--- src/rtl/mem_wb_stage.sv ---
// MEM/WB pipeline stage: issues one aligned 64-bit data-memory access per load/store and
// produces a single-cycle register writeback pulse for every retiring instruction.
module mem_wb_stage (
  input  logic        clk,
  input  logic        rst_n,
  input  logic        in_valid,
  output logic        in_ready,
  input  logic        in_memread,
  input  logic        in_memwrite,
  input  logic        in_regwrite,
  input  logic [2:0]  in_funct3,
  input  logic [4:0]  in_rd,
  input  logic [63:0] in_addr,
  input  logic [63:0] in_alu_result,
  input  logic [63:0] in_wdata,
  output logic        mem_req,
  output logic        mem_we,
  output logic [63:0] mem_addr,
  output logic [63:0] mem_wdata,
  output logic [7:0]  mem_wstrb,
  input  logic        mem_ack,
  input  logic [63:0] mem_rdata,
  output logic        wb_regwrite,
  output logic [4:0]  wb_rd,
  output logic [63:0] wb_data,
  output logic        err_misaligned
);

  localparam logic [0:0] StIdle = 1'b0;
  localparam logic [0:0] StMem  = 1'b1;

  logic [0:0]  state_q, state_d;
  logic        we_q, we_d;
  logic [63:0] addr_q, addr_d;
  logic [63:0] wdata_q, wdata_d;
  logic [7:0]  wstrb_q, wstrb_d;
  logic [2:0]  funct3_q, funct3_d;
  logic [2:0]  off_q, off_d;
  logic [4:0]  rd_q, rd_d;
  logic        wb_regwrite_q, wb_regwrite_d;
  logic [4:0]  wb_rd_q, wb_rd_d;
  logic [63:0] wb_data_q, wb_data_d;
  logic        err_q, err_d;

  logic        accept;
  logic        is_mem;
  logic        illegal;
  logic [2:0]  in_off;
  logic [7:0]  strb_base;
  logic [63:0] shifted;
  logic [63:0] load_val;

  assign in_ready = (state_q == StIdle);
  assign accept   = in_valid && in_ready;
  assign is_mem   = in_memread || in_memwrite;
  assign in_off   = in_addr[2:0];

  // Size comes from funct3[1:0] for both loads and stores.
  always_comb begin
    illegal = 1'b0;
    if (in_memread && in_memwrite) begin
      illegal = 1'b1;
    end else if (in_memread && (in_funct3 == 3'b111)) begin
      illegal = 1'b1;
    end else if (in_memwrite && in_funct3[2]) begin
      illegal = 1'b1;
    end else begin
      unique case (in_funct3[1:0])
        2'b00:   illegal = 1'b0;
        2'b01:   illegal = in_off[0];
        2'b10:   illegal = (in_off[1:0] != 2'b00);
        default: illegal = (in_off != 3'b000);
      endcase
    end
  end

  always_comb begin
    unique case (in_funct3[1:0])
      2'b00:   strb_base = 8'h01;
      2'b01:   strb_base = 8'h03;
      2'b10:   strb_base = 8'h0F;
      default: strb_base = 8'hFF;
    endcase
  end

  assign shifted = mem_rdata >> {off_q, 3'b000};

  always_comb begin
    case (funct3_q)
      3'b000:  load_val = {{56{shifted[7]}}, shifted[7:0]};
      3'b001:  load_val = {{48{shifted[15]}}, shifted[15:0]};
      3'b010:  load_val = {{32{shifted[31]}}, shifted[31:0]};
      3'b100:  load_val = {56'b0, shifted[7:0]};
      3'b101:  load_val = {48'b0, shifted[15:0]};
      3'b110:  load_val = {32'b0, shifted[31:0]};
      default: load_val = shifted;
    endcase
  end

  always_comb begin
    state_d       = state_q;
    we_d          = we_q;
    addr_d        = addr_q;
    wdata_d       = wdata_q;
    wstrb_d       = wstrb_q;
    funct3_d      = funct3_q;
    off_d         = off_q;
    rd_d          = rd_q;
    wb_regwrite_d = 1'b0;
    wb_rd_d       = wb_rd_q;
    wb_data_d     = wb_data_q;
    err_d         = 1'b0;

    unique case (state_q)
      StIdle: begin
        if (accept) begin
          if (!is_mem) begin
            wb_regwrite_d = in_regwrite && (in_rd != 5'd0);
            wb_rd_d       = in_rd;
            wb_data_d     = in_alu_result;
          end else if (illegal) begin
            err_d = 1'b1;
          end else begin
            state_d  = StMem;
            we_d     = in_memwrite;
            addr_d   = {in_addr[63:3], 3'b000};
            wdata_d  = in_memwrite ? (in_wdata << {in_off, 3'b000}) : 64'd0;
            wstrb_d  = in_memwrite ? (strb_base << in_off) : 8'h00;
            funct3_d = in_funct3;
            off_d    = in_off;
            rd_d     = in_rd;
          end
        end
      end
      default: begin
        if (mem_ack) begin
          state_d = StIdle;
          if (!we_q) begin
            wb_regwrite_d = (rd_q != 5'd0);
            wb_rd_d       = rd_q;
            wb_data_d     = load_val;
          end
        end
      end
    endcase
  end

  always_ff @(posedge clk or negedge rst_n) begin
    if (!rst_n) begin
      state_q       <= StIdle;
      we_q          <= 1'b0;
      addr_q        <= 64'd0;
      wdata_q       <= 64'd0;
      wstrb_q       <= 8'h00;
      funct3_q      <= 3'd0;
      off_q         <= 3'd0;
      rd_q          <= 5'd0;
      wb_regwrite_q <= 1'b0;
      wb_rd_q       <= 5'd0;
      wb_data_q     <= 64'd0;
      err_q         <= 1'b0;
    end else begin
      state_q       <= state_d;
      we_q          <= we_d;
      addr_q        <= addr_d;
      wdata_q       <= wdata_d;
      wstrb_q       <= wstrb_d;
      funct3_q      <= funct3_d;
      off_q         <= off_d;
      rd_q          <= rd_d;
      wb_regwrite_q <= wb_regwrite_d;
      wb_rd_q       <= wb_rd_d;
      wb_data_q     <= wb_data_d;
      err_q         <= err_d;
    end
  end

  // Request and write qualifiers are only asserted while the access is outstanding.
  assign mem_req        = (state_q == StMem);
  assign mem_we         = mem_req && we_q;
  assign mem_wstrb      = mem_req ? wstrb_q : 8'h00;
  assign mem_addr       = addr_q;
  assign mem_wdata      = wdata_q;
  assign wb_regwrite    = wb_regwrite_q;
  assign wb_rd          = wb_rd_q;
  assign wb_data        = wb_data_q;
  assign err_misaligned = err_q;

endmodule
--- config.mk ---
export PLATFORM = sky130hd
export DESIGN_NAME = mem_wb_stage
export DESIGN_NICKNAME = d
export VERILOG_FILES = /design/src/rtl/mem_wb_stage.sv
export SDC_FILE = /design/constraint.sdc
export NUM_CORES = 1
export LEC_CHECK = 0
export CORE_AREA = 3 3 185 187
export CTS_BUF_LIST = sky130_fd_sc_hd__clkbuf_8
export CTS_CLUSTER_DIAMETER = 30
export CTS_CLUSTER_SIZE = 14
export DETAILED_ROUTE_END_ITERATION = 7
export DIE_AREA = 0 0 188 190
export GPL_TIMING_DRIVEN = 0
export PLACE_DENSITY = 0.71
export SYNTH_ARGS = -nofsm -noshare
export SYNTH_HDL_FRONTEND = slang
export SYNTH_SLANG_ARGS = --single-unit
--- constraint.sdc ---
create_clock -name clk -period 2.3 [get_ports clk]
set_input_delay 0.46 -clock clk [delete_from_list [all_inputs] [get_ports clk]]
set_output_delay 0.46 -clock clk [all_outputs]
set_load 0.005 [all_outputs]
==> metrics.txt <==
part of the total power dissipated in combinational logic about two fifths; Synth Instances about 1,200; Max Buffers Root-to-Sink 3; minimum clock period between 2000 and 2500 ps; critical path startpoint category flip-flop; maximum clock rate 453 MHz; Crit path max-delay family buffers and inverters; number of buffers created by CTS 52; Post-synth top flop dfrtp_1; Worst Tran Pin Value 893 ps; routed via count divided by cell count ~5.6; number of primary I/O pins 481; compound-cell area share of the yosys netlist 15.6%; Routed met2 length between 20,000 and 30,000 um; Peak VDD IR roughly 0.48 mV; Finished Cell Area 0.0193 sq mm; area fraction in and, or, nand and nor cells after synthesis 14.1%; run status finished, final reports clean; number of standard-cell rows in the floorplan 66; total routing resource utilization after global routing 30.8%; worst slew margin relative to its limit between 40% and 50%; post-synthesis share of cell area spent on full adders, half adders and majority gates 0%; global-route wire length before repair 84,100 um; remaining global-route overflow 0; Hold Violations, Final 0; Die Footprint 0.0357 sq mm; Placer Congestion between 0.9 and 1; met3 routed WL 4780 um; number of detailed-route iterations in the first pass 5; vias 12,700; # fillers approximately 2,800; proportion of synthesized area in mux cells 22.3%; drt first-iter violations 979; critical-path cell list buf_4 > inv_2 > buf_8 > clkbuf_8 > clkdlybuf4s15_1; vias in the first global route 13,000; IO Port Bufs between 400 and 500; accumulated negative setup slack 0 ps; unrepaired setup endpoints after global routing true; end-of-flow core utilization 59.1%; final-report setup violation count 0; category of the worst setup path capture point primary output; highest-count cells in the layout ignoring fill and taps clkdlybuf4s50_1 (460), dfrtp_1 (217), nand2_1 (185); clock edge transition at the registers on the reported setup and hold paths 50 ps; die span in y 190 um; detail-routed net length per standard cell ~25 um; Avg Inst Size Synth a little over 10 sq um; cell with the largest stage delay on the worst path dfrtp_1; buffers plus inverters on the worst setup path 5; starting density of the core between 30% and 40%; worst-path fanout max 10; Tcrit/Tclk final 96.0%; placed cell areas around 0.018 sq mm; Clock Skews about 18 ps; maximum number of pins on one net before global-route repair 115; floorplan die width 188 um; class of the most critical hold timing path in -> reg; half-perimeter wire length of the detailed placement result ~44,000 um; nets 2,053; clock tree root buffer cell clkbuf_8; clock power share 29.9%; PnR worst setup slack 92.5 ps; share of total power consumed by net switching 32.6%; Cell Area, Synth approximately 0.013 sq mm; core outline area 0.0326 sq mm; static leakage 0.00796 uW; share of Yosys cell area claimed by the top area cell type ~43%; Crit path largest cell delay 370 ps; internal power 11,800 uW; Routed WL 56,600 um; Max Used Layer met5; main combinational cell family by area after synthesis multiplexers; post-detailed-route count of antenna-violating nets 0; cell area power density 906 mW/mm^2; TritonCTS clock tree yes; Sinks on Clock Net 217; share of the synthesized netlist area taken by xor and xnor gates 0%; Inst Count DP 2,163; initial antenna violation count 11; worst slack at placement -699 ps; number of max-cap violations 0; share of synthesized area occupied by flip-flops and latches a little over two fifths; critical path type reg -> out; power dissipated by switching net loads around 5700 uW; Layout Cells excl Fill ~2,300; most common library cell in the layout ignoring fill and taps clkdlybuf4s50_1; number of enable flip-flop cells after synthesis 0; wire length the detailed router placed on met1 22,300 um; Sequential Power Share 31.5%; count of synthesis-stage warnings from yosys 0; Clock Latency Late Sink 570 ps; count of H-tree levels built during CTS 2; Area contributors post-synth dfrtp_1 (43%), mux2_2 (13%), mux2i_1 (6.4%); async set or reset register ratio after synthesis 100%; # DRC 0; number of library cell types mapped by synthesis 54; share of post-route cells with drive strength above 1 between 20 and 25%; data arrival time of the critical path ~1800 ps; final number of max-transition violations 0; setup slack of the most critical reg-to-reg path 100 ps; flip-flop and latch count after synthesis 217; cell taking the most area after synthesis dfrtp_1; synth-to-layout area growth 53.4%; Critical Path RT 1840 ps
power groups by stage:
stage               Combinational, uW  Sequential, uW  Clock (uW)
floorplan                        2810            5520           0
global placement                 6570            5510           0
detailed placement               6620            5550           0
CTS                              6680            5490        5320
global route                     7170            5610        5520
finish                           6750            5510        5220
through the flow:
step | power, uW | hold WS, ps
global placement | 12100 | 454
floorplan | 8340 | 164
detailed placement | 12200 | 453
CTS | 17500 | 211
finish | 17500 | 257
global route | 18300 | 248
worst reg2reg max path, cell delays in order, from the launching register on:
cell and delay, ps:
dfrtp_1 340, buf_6 150, buf_4 230, buf_4 260, mux2_2 380, o21ai_0 190
a2bb2oi_1 340, o2111ai_1 180
cell families after synthesis:
logic type | Yosys count
mux | 241
compound gates | 277
other cells | 1
buf+inv | 117
flops | 217
simple gates | 394
synthesized netlist by cell type, types with 8 or more instances:
| master | count |
|---|---|
| o21ai_1 | 15 |
| nor2_1 | 80 |
| mux4_2 | 16 |
| mux2i_1 | 80 |
| a2bb2oi_1 | 17 |
| o21ai_0 | 82 |
| nand2_1 | 185 |
| nor2b_1 | 21 |
| nor3_1 | 47 |
| a21oi_1 | 32 |
| buf_4 | 14 |
| and3_1 | 8 |
| a211oi_1 | 20 |
| clkbuf_1 | 42 |
| mux2_2 | 141 |
| o2111ai_1 | 8 |
| nand3_1 | 13 |
| and2_1 | 11 |
| o311a_1 | 8 |
| buf_2 | 39 |
| a211oi_2 | 30 |
| dfrtp_1 | 217 |
| buf_1 | 11 |
| o22ai_1 | 16 |
| o31ai_1 | 28 |
worst paths after layout:
kind / start / end / cells after the start
setup reg to reg: off_q[1] / wb_data[19] / 7
min in group asynchronous: rst_n / wb_data[49] / 2
hold reg to reg: wstrb_q[7] / wstrb_q[7] / 2
max in group asynchronous: rst_n / mem_addr[5] / 3
hold / removal: in_funct3[0] / funct3_q[0] / 3
setup / recovery: mem_req / in_ready / 5
flip-flops by register name, summed over array words and instances (netlist names):
signal / count
err_misaligned: 1
funct3_q: 3
mem_addr: 61
mem_req: 1
mem_wdata: 64
off_q: 3
rd_q: 5
wb_data: 64
wb_rd: 5
wb_regwrite: 1
we_q: 1
wstrb_q: 8
area by class of cell:
cell class	instances	area (sq um)	share of cell area, %
tap	442	553	2.87
clock inverter	33	343	1.78
buffer	113	633	3.28
inverter	4	15.0	0.0779
sequential	217	5430	28.2
timing repair buffer	479	4800	24.9
clock buffer	64	881	4.57
antenna	4	10.0	0.0519
multi-input combinational	915	6610	34.3
routing by layer:
layer | track usage, % | up-vias
met3 | 9.31 | 155
met1 | 37.3 | 6257
met2 | 51.1 | 635
li1 | - | 5620
met4 | 13.4 | 14
met5 | 0 | -
timing repair:
action | CTS | global route
hold endpoints to repair | 103 | 0
resized for setup | 27 | 29
endpoints found under the setup margin | 74 | 111
buffers inserted | 3 | 3
hold buffers | 1 | 0
pin swaps | 2 | 1
No activity file was read; power rests on OpenSTA's default activity.
